## src/rtl/decode_pkg.sv

```systemverilog
// Shared encodings for the handshaked decode stage: opcodes, functs, ALU codes,
// forward selects and the bundled control word.
package decode_pkg;

  localparam logic [5:0] OP_RTYPE = 6'b000000;
  localparam logic [5:0] OP_LW    = 6'b100011;
  localparam logic [5:0] OP_SW    = 6'b101011;
  localparam logic [5:0] OP_BEQ   = 6'b000100;
  localparam logic [5:0] OP_BNE   = 6'b000101;
  localparam logic [5:0] OP_ADDI  = 6'b001000;
  localparam logic [5:0] OP_J     = 6'b000010;

  localparam logic [5:0] FN_ADD = 6'b100000;
  localparam logic [5:0] FN_SUB = 6'b100010;
  localparam logic [5:0] FN_AND = 6'b100100;
  localparam logic [5:0] FN_OR  = 6'b100101;
  localparam logic [5:0] FN_SLT = 6'b101010;

  typedef enum logic [2:0] {
    ALU_AND = 3'b000,
    ALU_OR  = 3'b001,
    ALU_ADD = 3'b010,
    ALU_SUB = 3'b110,
    ALU_SLT = 3'b111
  } alu_ctrl_e;

  typedef enum logic [1:0] {
    FWD_RF     = 2'd0,
    FWD_MEM    = 2'd1,
    FWD_WB     = 2'd2,
    FWD_RF_ALT = 2'd3
  } fwd_sel_e;

  typedef struct packed {
    logic      reg_write;
    logic      mem_write;
    logic      mem_to_reg;
    logic      alu_src;
    logic      reg_dst;
    logic      branch;
    logic      jump;
    alu_ctrl_e alu_ctrl;
  } ctrl_t;

  localparam ctrl_t CTRL_NONE = '0;

endpackage

```

## src/rtl/reg_file_bypass.sv

```systemverilog
// Register file with synchronous clear, reg 0 hard-wired to zero and a
// write-first bypass so a same-cycle WB write is visible to decode reads.
module reg_file_bypass #(
  parameter int WIDTH  = 32,
  parameter int REG_AW = 5
) (
  input  logic              clk,
  input  logic              rst,
  input  logic              we,
  input  logic [REG_AW-1:0] waddr,
  input  logic [WIDTH-1:0]  wdata,
  input  logic [REG_AW-1:0] raddr1,
  input  logic [REG_AW-1:0] raddr2,
  output logic [WIDTH-1:0]  rdata1,
  output logic [WIDTH-1:0]  rdata2
);

  localparam int DEPTH = 2 ** REG_AW;

  logic [WIDTH-1:0] mem [DEPTH];
  logic             wr_en;

  assign wr_en = we & (waddr != '0);

  always_ff @(posedge clk) begin
    if (rst) begin
      for (int i = 0; i < DEPTH; i++) mem[i] <= '0;
    end else if (wr_en) begin
      mem[waddr] <= wdata;
    end
  end

  // Reg 0 check comes first so a (suppressed) write to $0 never bypasses.
  assign rdata1 = (raddr1 == '0) ? '0 :
                  (wr_en && (waddr == raddr1)) ? wdata : mem[raddr1];
  assign rdata2 = (raddr2 == '0) ? '0 :
                  (wr_en && (waddr == raddr2)) ? wdata : mem[raddr2];

endmodule

```

## src/rtl/decode_stage_hs.sv

```systemverilog
// MIPS decode stage with valid/ready IF/ID register, bypassed register file,
// main control, 3-way forwarding and early BEQ/BNE/J resolution.
module decode_stage_hs
  import decode_pkg::*;
#(
  parameter int WIDTH  = 32,
  parameter int REG_AW = 5
) (
  input  logic              DS_CLK,
  input  logic              DS_RST,
  input  logic [WIDTH-1:0]  DS_InstrF,
  input  logic [WIDTH-1:0]  DS_PCPLUS4F,
  input  logic              DS_ValidF,
  output logic              DS_ReadyD,
  output logic              DS_ValidD,
  input  logic              DS_ReadyE,
  input  logic              DS_StallD,
  input  logic [WIDTH-1:0]  DS_ALUOUTM,
  input  logic [WIDTH-1:0]  DS_ResultW,
  input  logic [REG_AW-1:0] DS_WriteRegW,
  input  logic              DS_RegWriteW,
  input  logic [1:0]        DS_ForwardAD,
  input  logic [1:0]        DS_ForwardBD,
  output logic [REG_AW-1:0] DS_RsD,
  output logic [REG_AW-1:0] DS_RtD,
  output logic [REG_AW-1:0] DS_RdD,
  output logic [WIDTH-1:0]  DS_R1,
  output logic [WIDTH-1:0]  DS_R2,
  output logic [WIDTH-1:0]  DS_SignImmD,
  output logic [WIDTH-1:0]  DS_PcBranchD,
  output logic [WIDTH-1:0]  DS_PcJumpD,
  output logic [1:0]        DS_PcSrc,
  output logic              DS_RegWriteD,
  output logic              DS_MemWriteD,
  output logic              DS_MemToRegD,
  output logic              DS_AluSrcD,
  output logic              DS_RegDstD,
  output logic              DS_BranchD,
  output logic              DS_JumpD,
  output logic [2:0]        DS_ALuControlD
);

  function automatic logic signed [WIDTH-1:0] sign_ext16(input logic [15:0] imm);
    return $signed({{(WIDTH-16){imm[15]}}, imm});
  endfunction

  function automatic logic [WIDTH-1:0] fwd_mux(input logic [1:0] sel,
                                               input logic [WIDTH-1:0] rf,
                                               input logic [WIDTH-1:0] mem,
                                               input logic [WIDTH-1:0] wb);
    case (sel)
      FWD_MEM: return mem;
      FWD_WB:  return wb;
      default: return rf;
    endcase
  endfunction

  logic [WIDTH-1:0]        instr_p1;
  logic [WIDTH-1:0]        pcplus4_p1;
  logic                    vld_p1;
  logic                    fire;
  logic                    accept;
  logic                    redirect;
  logic                    br_taken;
  logic [5:0]              op;
  logic [5:0]              funct;
  ctrl_t                   ctrl;
  ctrl_t                   ctrl_q;
  logic [WIDTH-1:0]        rf_rd1;
  logic [WIDTH-1:0]        rf_rd2;
  logic signed [WIDTH-1:0] sign_imm;
  logic                    unused_bits;

  assign fire      = vld_p1 & ~DS_StallD & DS_ReadyE;
  assign DS_ReadyD = ~vld_p1 | fire;
  assign accept    = DS_ValidF & DS_ReadyD;
  assign redirect  = |DS_PcSrc;

  // F -> D boundary: a redirect flushes whatever fetch is presenting.
  always_ff @(posedge DS_CLK) begin
    if (DS_RST) begin
      vld_p1     <= 1'b0;
      instr_p1   <= '0;
      pcplus4_p1 <= '0;
    end else if (redirect) begin
      vld_p1 <= 1'b0;
    end else if (accept) begin
      vld_p1     <= 1'b1;
      instr_p1   <= DS_InstrF;
      pcplus4_p1 <= DS_PCPLUS4F;
    end else if (fire) begin
      vld_p1 <= 1'b0;
    end
  end

  assign op     = instr_p1[31:26];
  assign funct  = instr_p1[5:0];
  assign DS_RsD = REG_AW'(instr_p1[25:21]);
  assign DS_RtD = REG_AW'(instr_p1[20:16]);
  assign DS_RdD = REG_AW'(instr_p1[15:11]);
  assign unused_bits = ^instr_p1;

  reg_file_bypass #(
    .WIDTH  (WIDTH),
    .REG_AW (REG_AW)
  ) u_rf (
    .clk    (DS_CLK),
    .rst    (DS_RST),
    .we     (DS_RegWriteW),
    .waddr  (DS_WriteRegW),
    .wdata  (DS_ResultW),
    .raddr1 (DS_RsD),
    .raddr2 (DS_RtD),
    .rdata1 (rf_rd1),
    .rdata2 (rf_rd2)
  );

  assign DS_R1 = fwd_mux(DS_ForwardAD, rf_rd1, DS_ALUOUTM, DS_ResultW);
  assign DS_R2 = fwd_mux(DS_ForwardBD, rf_rd2, DS_ALUOUTM, DS_ResultW);

  // Unsupported R-type functs decode like unknown opcodes, so sll $0 is a true nop.
  always_comb begin
    ctrl = CTRL_NONE;
    case (op)
      OP_RTYPE: begin
        ctrl.reg_write = 1'b1;
        ctrl.reg_dst   = 1'b1;
        case (funct)
          FN_ADD:  ctrl.alu_ctrl = ALU_ADD;
          FN_SUB:  ctrl.alu_ctrl = ALU_SUB;
          FN_AND:  ctrl.alu_ctrl = ALU_AND;
          FN_OR:   ctrl.alu_ctrl = ALU_OR;
          FN_SLT:  ctrl.alu_ctrl = ALU_SLT;
          default: ctrl = CTRL_NONE;
        endcase
      end
      OP_LW: begin
        ctrl.reg_write  = 1'b1;
        ctrl.mem_to_reg = 1'b1;
        ctrl.alu_src    = 1'b1;
        ctrl.alu_ctrl   = ALU_ADD;
      end
      OP_SW: begin
        ctrl.mem_write = 1'b1;
        ctrl.alu_src   = 1'b1;
        ctrl.alu_ctrl  = ALU_ADD;
      end
      OP_BEQ, OP_BNE: begin
        ctrl.branch   = 1'b1;
        ctrl.alu_ctrl = ALU_SUB;
      end
      OP_ADDI: begin
        ctrl.reg_write = 1'b1;
        ctrl.alu_src   = 1'b1;
        ctrl.alu_ctrl  = ALU_ADD;
      end
      OP_J: ctrl.jump = 1'b1;
      default: ctrl = CTRL_NONE;
    endcase
  end

  assign ctrl_q = vld_p1 ? ctrl : CTRL_NONE;

  assign DS_ValidD      = vld_p1;
  assign DS_RegWriteD   = ctrl_q.reg_write;
  assign DS_MemWriteD   = ctrl_q.mem_write;
  assign DS_MemToRegD   = ctrl_q.mem_to_reg;
  assign DS_AluSrcD     = ctrl_q.alu_src;
  assign DS_RegDstD     = ctrl_q.reg_dst;
  assign DS_BranchD     = ctrl_q.branch;
  assign DS_JumpD       = ctrl_q.jump;
  assign DS_ALuControlD = ctrl_q.alu_ctrl;

  assign sign_imm     = sign_ext16(instr_p1[15:0]);
  assign DS_SignImmD  = sign_imm;
  assign DS_PcBranchD = pcplus4_p1 + $unsigned(sign_imm <<< 2);
  assign DS_PcJumpD   = WIDTH'({pcplus4_p1[31:28], instr_p1[25:0], 2'b00});

  // Redirects only leave decode in the cycle the instruction actually moves on.
  assign br_taken = ((op == OP_BEQ) && (DS_R1 == DS_R2)) ||
                    ((op == OP_BNE) && (DS_R1 != DS_R2));
  assign DS_PcSrc = fire ? {ctrl.jump, br_taken} : 2'b00;

endmodule

```

## config.mk

```make
export PLATFORM = sky130hd
export DESIGN_NAME = decode_stage_hs
export DESIGN_NICKNAME = d
export VERILOG_FILES = /design/src/rtl/decode_pkg.sv /design/src/rtl/reg_file_bypass.sv /design/src/rtl/decode_stage_hs.sv
export SDC_FILE = /design/constraint.sdc
export NUM_CORES = 2
export LEC_CHECK = 0
export ABC_CLOCK_PERIOD_IN_PS = 17300
export CAP_MARGIN = 20
export CORE_MARGIN = 2
export CORE_UTILIZATION = 65
export CTS_CLUSTER_SIZE = 8
export DETAILED_ROUTE_END_ITERATION = 12
export MAX_ROUTING_LAYER = met4
export PLACE_DENSITY_LB_ADDON = 0.15
export SETUP_SLACK_MARGIN = 0.2
export SLEW_MARGIN = 20
export SYNTH_ARGS = -nofsm -noshare
export SYNTH_HDL_FRONTEND = slang
export SYNTH_SLANG_ARGS = --single-unit
```

## constraint.sdc

```tcl
create_clock -name DS_CLK -period 17.3 [get_ports DS_CLK]
set_input_delay 5.19 -clock DS_CLK [delete_from_list [all_inputs] [get_ports DS_CLK]]
set_output_delay 5.19 -clock DS_CLK [all_outputs]
set_load 0.02 [all_outputs]
```

## Yosys cells after proc, flatten, opt, wreduce, memory -nomap -nowiden

Memory sizes are Yosys's and may differ from the RTL's. A register that Yosys moved wholly into a read port is not among the register bits.
Index checks and enable logic that the tools add are counted.

| storage, ports and cells | value |
|---|---|
| bits in registers | 65 |
| RAM bits | 1,024 |
| bits of input ports | 143 |
| output and inout bits | 189 |
| memories | 1 |

| cells by class | value |
|---|---|
| add/subtract/negate cells | 1 |
| eq/ne operators | 19 |
| muxes and demuxes | 32 |
| bitwise gates (word level) | 8 |
| reductions and logical operators | 18 |

Memory list:

| memory | words | bits a word | read ports | clocked after memory_dff | wr ports | line | RTL |
|---|---|---|---|---|---|---|---|
| u_rf.mem | 32 | 32 | 2 | 2 | 32 | reg_file_bypass.sv:20 | `logic [WIDTH-1:0] mem [DEPTH];` |

Operators by type and width:

| operator | number |
|---|---|
| 32-bit two-way mux | 5 |
| 32-bit case mux with 2 select lines | 2 |
| 6-bit == test, second input constant | 7 |
| 32-bit adder | 1 |
| 32-bit == test | 1 |
| 32-bit != test | 1 |
| 32-bit OR reduction | 1 |
| 5-bit two-way mux | 5 |
| 6-bit by 3-bit == test with 1-bit output, second input constant | 2 |
| 1-bit case mux with 2 select lines | 6 |
| 3-bit case mux with 4 select lines | 1 |
| 5-bit == test | 2 |
| 5-bit logical NOT | 2 |
| 10-bit two-way mux | 1 |
| 1-bit two-way mux | 9 |
| 3-bit case mux with 3 select lines | 1 |
| 7-bit two-way mux | 1 |
| 6-bit by 2-bit == test with 1-bit output, second input constant | 1 |
| 6-bit by 4-bit == test with 1-bit output, second input constant | 1 |
| 6-bit logical NOT | 1 |
| 2-bit OR reduction | 3 |
| 3-bit OR reduction | 2 |
| 5-bit nonzero test | 1 |
| 5-bit OR reduction | 1 |
| other kinds (10) | 20 |

## Logic depth before layout (Yosys ltp)

| depth | value |
|---|---|
| word-level depth | 15 |
| depth in mapped cells | 19 |

## Modules after synthesis

From an unflattened synthesis, not the netlist that was laid out.

| unflattened totals | value |
|---|---|
| cell total of the unflattened synthesis | 4,849 |
| area total of the unflattened synthesis | 63,253.2 µm² |

Modules (own cells, without submodules):

| module | times used | cells an instance | area an instance (µm²) | sequential area each (µm²) |
|---|---|---|---|---|
| reg_file_bypass | 1 | 3,918 | 55,723.4 | 30,749.5 |
| decode_stage_hs | 1 | 931 | 7,529.7 | 1,301.2 |

## Worst setup path after synthesis

No wires, ideal clock.

| timing path | value |
|---|---|
| kind | input to output |
| from | in DS_WriteRegW[3] |
| to | out DS_PcSrc[0] |
| data arrival time | 8.436 ns |
| required time | 12.110 ns |
| path slack | 3.674 ns |
| stages on the path | 11 |
| path through | buf_2 > or3_1 > o2111ai_1 > o21bai_1 > clkbuf_1 > o21ai_0 > xor2_1 > nor4_1 > nand3_1 > or4_1 > a21oi_2 |

| on the way | value |
|---|---|
| word-level cells in the longest chain between the ends | 10 |

Ends and longest elaborated chain:

| item | line | RTL |
|---|---|---|
| start, declared | decode_stage_hs.sv:20 | `input logic [REG_AW-1:0] DS_WriteRegW,` |
| 5-bit nonzero test | reg_file_bypass.sv:23 | `assign wr_en = we & (waddr != '0);` |
| 1-bit AND | reg_file_bypass.sv:23 |  |
| 1-bit logical AND * | reg_file_bypass.sv:35 | `(wr_en && (waddr == raddr1)) ? wdata : mem[raddr1];` |
| 32-bit two-way mux * | reg_file_bypass.sv:35 |  |
| 32-bit two-way mux * | reg_file_bypass.sv:34 | `assign rdata1 = (raddr1 == '0) ? '0 :` |
| 32-bit case mux with 2 select lines * | decode_stage_hs.sv:51 | `case (sel)` |
| named net DS_R1[1] | decode_stage_hs.sv:27 | `output logic [WIDTH-1:0] DS_R1,` |
| 32-bit == test or 32-bit != test (tied branches) | decode_stage_hs.sv:180, decode_stage_hs.sv:181 |  |
| 1-bit logical AND, on equally long branches | decode_stage_hs.sv:180, decode_stage_hs.sv:181 |  |
| 1-bit logical OR * | decode_stage_hs.sv:180 | `assign br_taken = ((op == OP_BEQ) && (DS_R1 == DS_R2)) \|\|` |
| 2-bit two-way mux * | decode_stage_hs.sv:182 | `assign DS_PcSrc = fire ? {ctrl.jump, br_taken} : 2'b00;` |
| end, declared | decode_stage_hs.sv:32 | `output logic [1:0] DS_PcSrc,` |

The timed path passes the listed nets; every way through them passes the cells marked *.

## Worst setup path in the final report

| timing path | value |
|---|---|
| from | in DS_WriteRegW[3] |
| to | out DS_PcSrc[0] |

| on the way | value |
|---|---|
| word-level cells in the longest chain between the ends | 10 |

Ends and longest elaborated chain:

| item | line |
|---|---|
| 5-bit nonzero test | reg_file_bypass.sv:23 |
| 1-bit AND | reg_file_bypass.sv:23 |
| 1-bit logical AND, on equally long branches | reg_file_bypass.sv:35, reg_file_bypass.sv:37 |
| 32-bit two-way mux, on equally long branches | reg_file_bypass.sv:35, reg_file_bypass.sv:37 |
| 32-bit two-way mux, on equally long branches | reg_file_bypass.sv:34, reg_file_bypass.sv:36 |
| 32-bit case mux with 2 select lines | decode_stage_hs.sv:51 |
| 32-bit == test or 32-bit != test (tied branches) | decode_stage_hs.sv:180, decode_stage_hs.sv:181 |
| 1-bit logical AND, on equally long branches | decode_stage_hs.sv:180, decode_stage_hs.sv:181 |
| 1-bit logical OR * | decode_stage_hs.sv:180 |
| 2-bit two-way mux * | decode_stage_hs.sv:182 |

Mark *: on every way between the ends. The rest lies on a longest branch, timed or not.

==> reports/metrics.cfg <==
[placed_design]
port_buffers = 329
gp_congestion = 1.10
dpl.hpwl_mm = 145
place_area_um2 = 66000

[cells_and_area]
final_util = 0.741
drive_above_1_share = 0.176
fillers = 5996
multi_input_area_um2 = 27500
syn_to_final_growth_pct = 13.2
regArea_um2 = 32300
final_nets = 5010
design_area_um2 = 70300
final_common_cell = edfxtp_1
layout_common_cells = edfxtp_1 (1024), and2_1 (847), mux4_2 (408)

[worst_hold_path]
hp-start = pcplus4_p1[18]
hold_class = flop to flop

[clock_tree]
clock-sinks = 1099
ctsResizeCount = 0
cts_buffers = 155
clock_latency_ns = 0.79
ctsHtreeMaxLevel = 4
cts_buffer_depth = 3
cts_hold_buf = 0
cts_setup_buffers = 0
path_clk_slew_ns = 0.05
cts_tree = built
clockRootBuffer = clkbuf_16

[timing]
final.setup.tns_ns = 0
relSlewSlack = 0.0493
drv_slew = 0
clock_skew_ns = 0.0275
rsz0062_at_grt = no
period_share = 0.958
fmax_ghz = 0.0603
layout_min_cycle_time_ns = 16.58
tightest_slew_ns = 1.41
setup_viol = 0
finalHoldViolCount = 0

[detailed_routing]
routedWlPerCell_um = 39.4
first_pass_iters = 9
via_count = 47257
vias_per_cell = 7.63
drc = 0
wl_mm = 244
drt_iter0_markers = 10555
ant_nets = 0

[yosys]
yosysWarnings = 0
syn_area_um2 = 62100
synth_edf_count = 1024
ys_ff_latch = 1099
post_synth.cell_area_avg_um2 = 13.2
synthArstFlopShare = 0
synth.top_cell.area_share = 0.495
yosysSeqAreaShare = 0.520
synth_top_area_cell = edfxtp_1
synth_area_leaders = edfxtp_1 (50%), mux4_2 (15%), and2_1 (8.5%), mux2i_1 (5.6%), dfxtp_1 (2.4%)
synthCells = 4690
synth_cell_types = 77
synthFlopType = edfxtp_1

[setup_path]
crit_path_frequent_cell = clkdlybuf4s50_1
critical_path.top_delay_family = simple AND/OR/NAND/NOR gates
worstPathArrival_ns = 11.39
crit_fanout = 22
path_buf_inv = 3
cp-end-kind = output port
cp_slowest_cell = o2111ai_1
path_class = primary input to output port
crit_path_cell_trace = clkdlybuf4s50_1 -> or3_1 -> buf_4 -> o2111ai_1 -> nor2_1 -> nor2_2 -> a221o_1 -> xnor2_1 -> nor4_1 -> nand3_1 -> or4_1 -> a21oi_2 -> clkdlybuf4s50_1
required_ns = 12.11
start_kind = primary input
cpPeakStageDelay_ns = 0.89
crit_start = DS_WriteRegW[3]

[die]
initial_utilization = 0.654
io_pins = 332
die-height_um = 313
rows = 113
dieArea_um2 = 98000
fp.coreArea_um2 = 94900
die_w_um = 313

[power_and_ir_drop]
leakage_nw = 23.8
cellPowerDensity_nw_per_um2 = 103
max-vdd-ir-drop_mv = 0.0928

[grt]
grt_antenna_before_repair = 34
grt_pass1_wl_mm = 336
grt_overflow = 0
grt_max_degree = 122
grt_pass1_vias = 44736
grt_usage = 0.512

[outcome]
status = finished, final reports clean

[job]
cap_viol_max_count = 0

[tightest hold or removal path, delay by kind of cell (launching register included)]
kind | cells | cell delay, ns
flip-flops | 1 | 0.31
AND/OR/NAND/NOR | 1 | 0.06
multiplexers | 1 | 0.05
[through the flow]
| step | worst slack [ns] | hold WS, ns | power, mW | instances |
|---|---|---|---|---|
| global route | 0.714 | 0.493 | 7.32 | 6174 |
| floorplan | 3.67 | 0.444 | 3.90 | 4723 |
| detailed placement | 1.09 | 0.465 | 4.43 | 5940 |
| global placement | 1.18 | 0.460 | 4.41 | 5939 |
| CTS | 1.05 | 0.480 | 7.12 | 6144 |
| finish | 0.721 | 0.478 | 7.22 | 6193 |
[synthesized netlist by cell type (39+ instances only)]
| library cell | number |
|---|---|
| nor3_1 | 177 |
| nand2_1 | 121 |
| a221oi_1 | 39 |
| clkbuf_1 | 288 |
| nand3_1 | 64 |
| or2_2 | 41 |
| buf_4 | 108 |
| mux4_2 | 408 |
| edfxtp_1 | 1024 |
| a21oi_1 | 87 |
| a22oi_1 | 147 |
| and2_1 | 846 |
| nor2_1 | 126 |
| nand2b_1 | 145 |
| buf_2 | 79 |
| dfxtp_1 | 75 |
| o21ai_0 | 49 |
| mux2i_1 | 349 |
[worst paths after layout]
check,to,depth (start not counted),slack [ns]
worst max register to register,instr_p1[18],16,10.00
worst max-delay path,DS_PcSrc[0],13,0.72
worst min register to register,pcplus4_p1[18],2,0.48
worst min-delay path,pcplus4_p1[18],2,0.48
[power by group]
part	internal [mW]	total (mW)	switching [mW]
clock network	1.64	2.75	1.12
logic	0.496	1.30	0.806
registers	3.06	3.17	0.107
[flip-flops by register name, summed over array words and instances, names as in the netlist, named ones only]
| register | flops |
|---|---|
| DS_ValidD | 1 |
| instr_p1 | 32 |
| pcplus4_p1 | 32 |
| u_rf.mem | 1024 |
[layout make-up]
type	count	share of cell area
diodes	48	0.00171
clock buffers	195	0.0585
clock inverters	9	0.00132
inverters	34	0.00182
multi-input cells	3066	0.391
flip-flops and latches	1099	0.459
well taps	1265	0.0225
repair buffers	477	0.0637
[kinds of logic after synthesis]
family          after synthesis  share of synthesized area
xor+xnor                     64                    0.00903
fa+ha+maj                    34                    0.00697
buf+inv                     558                     0.0439
simple gates               1619                      0.149
other cells                   1                  0.0000604
mux                         786                      0.210
compound gates              529                     0.0619
flops                      1099                      0.520
[metal layers]
metal	part of all wire	vias up	GRT usage
li1	-	18053	-
met1	0.33	22908	0.646
met2	0.41	5102	0.676
met3	0.19	1194	0.233
met4	0.076	0	0.306
met5	0	-	-
(Power assumes the default switching activity.)
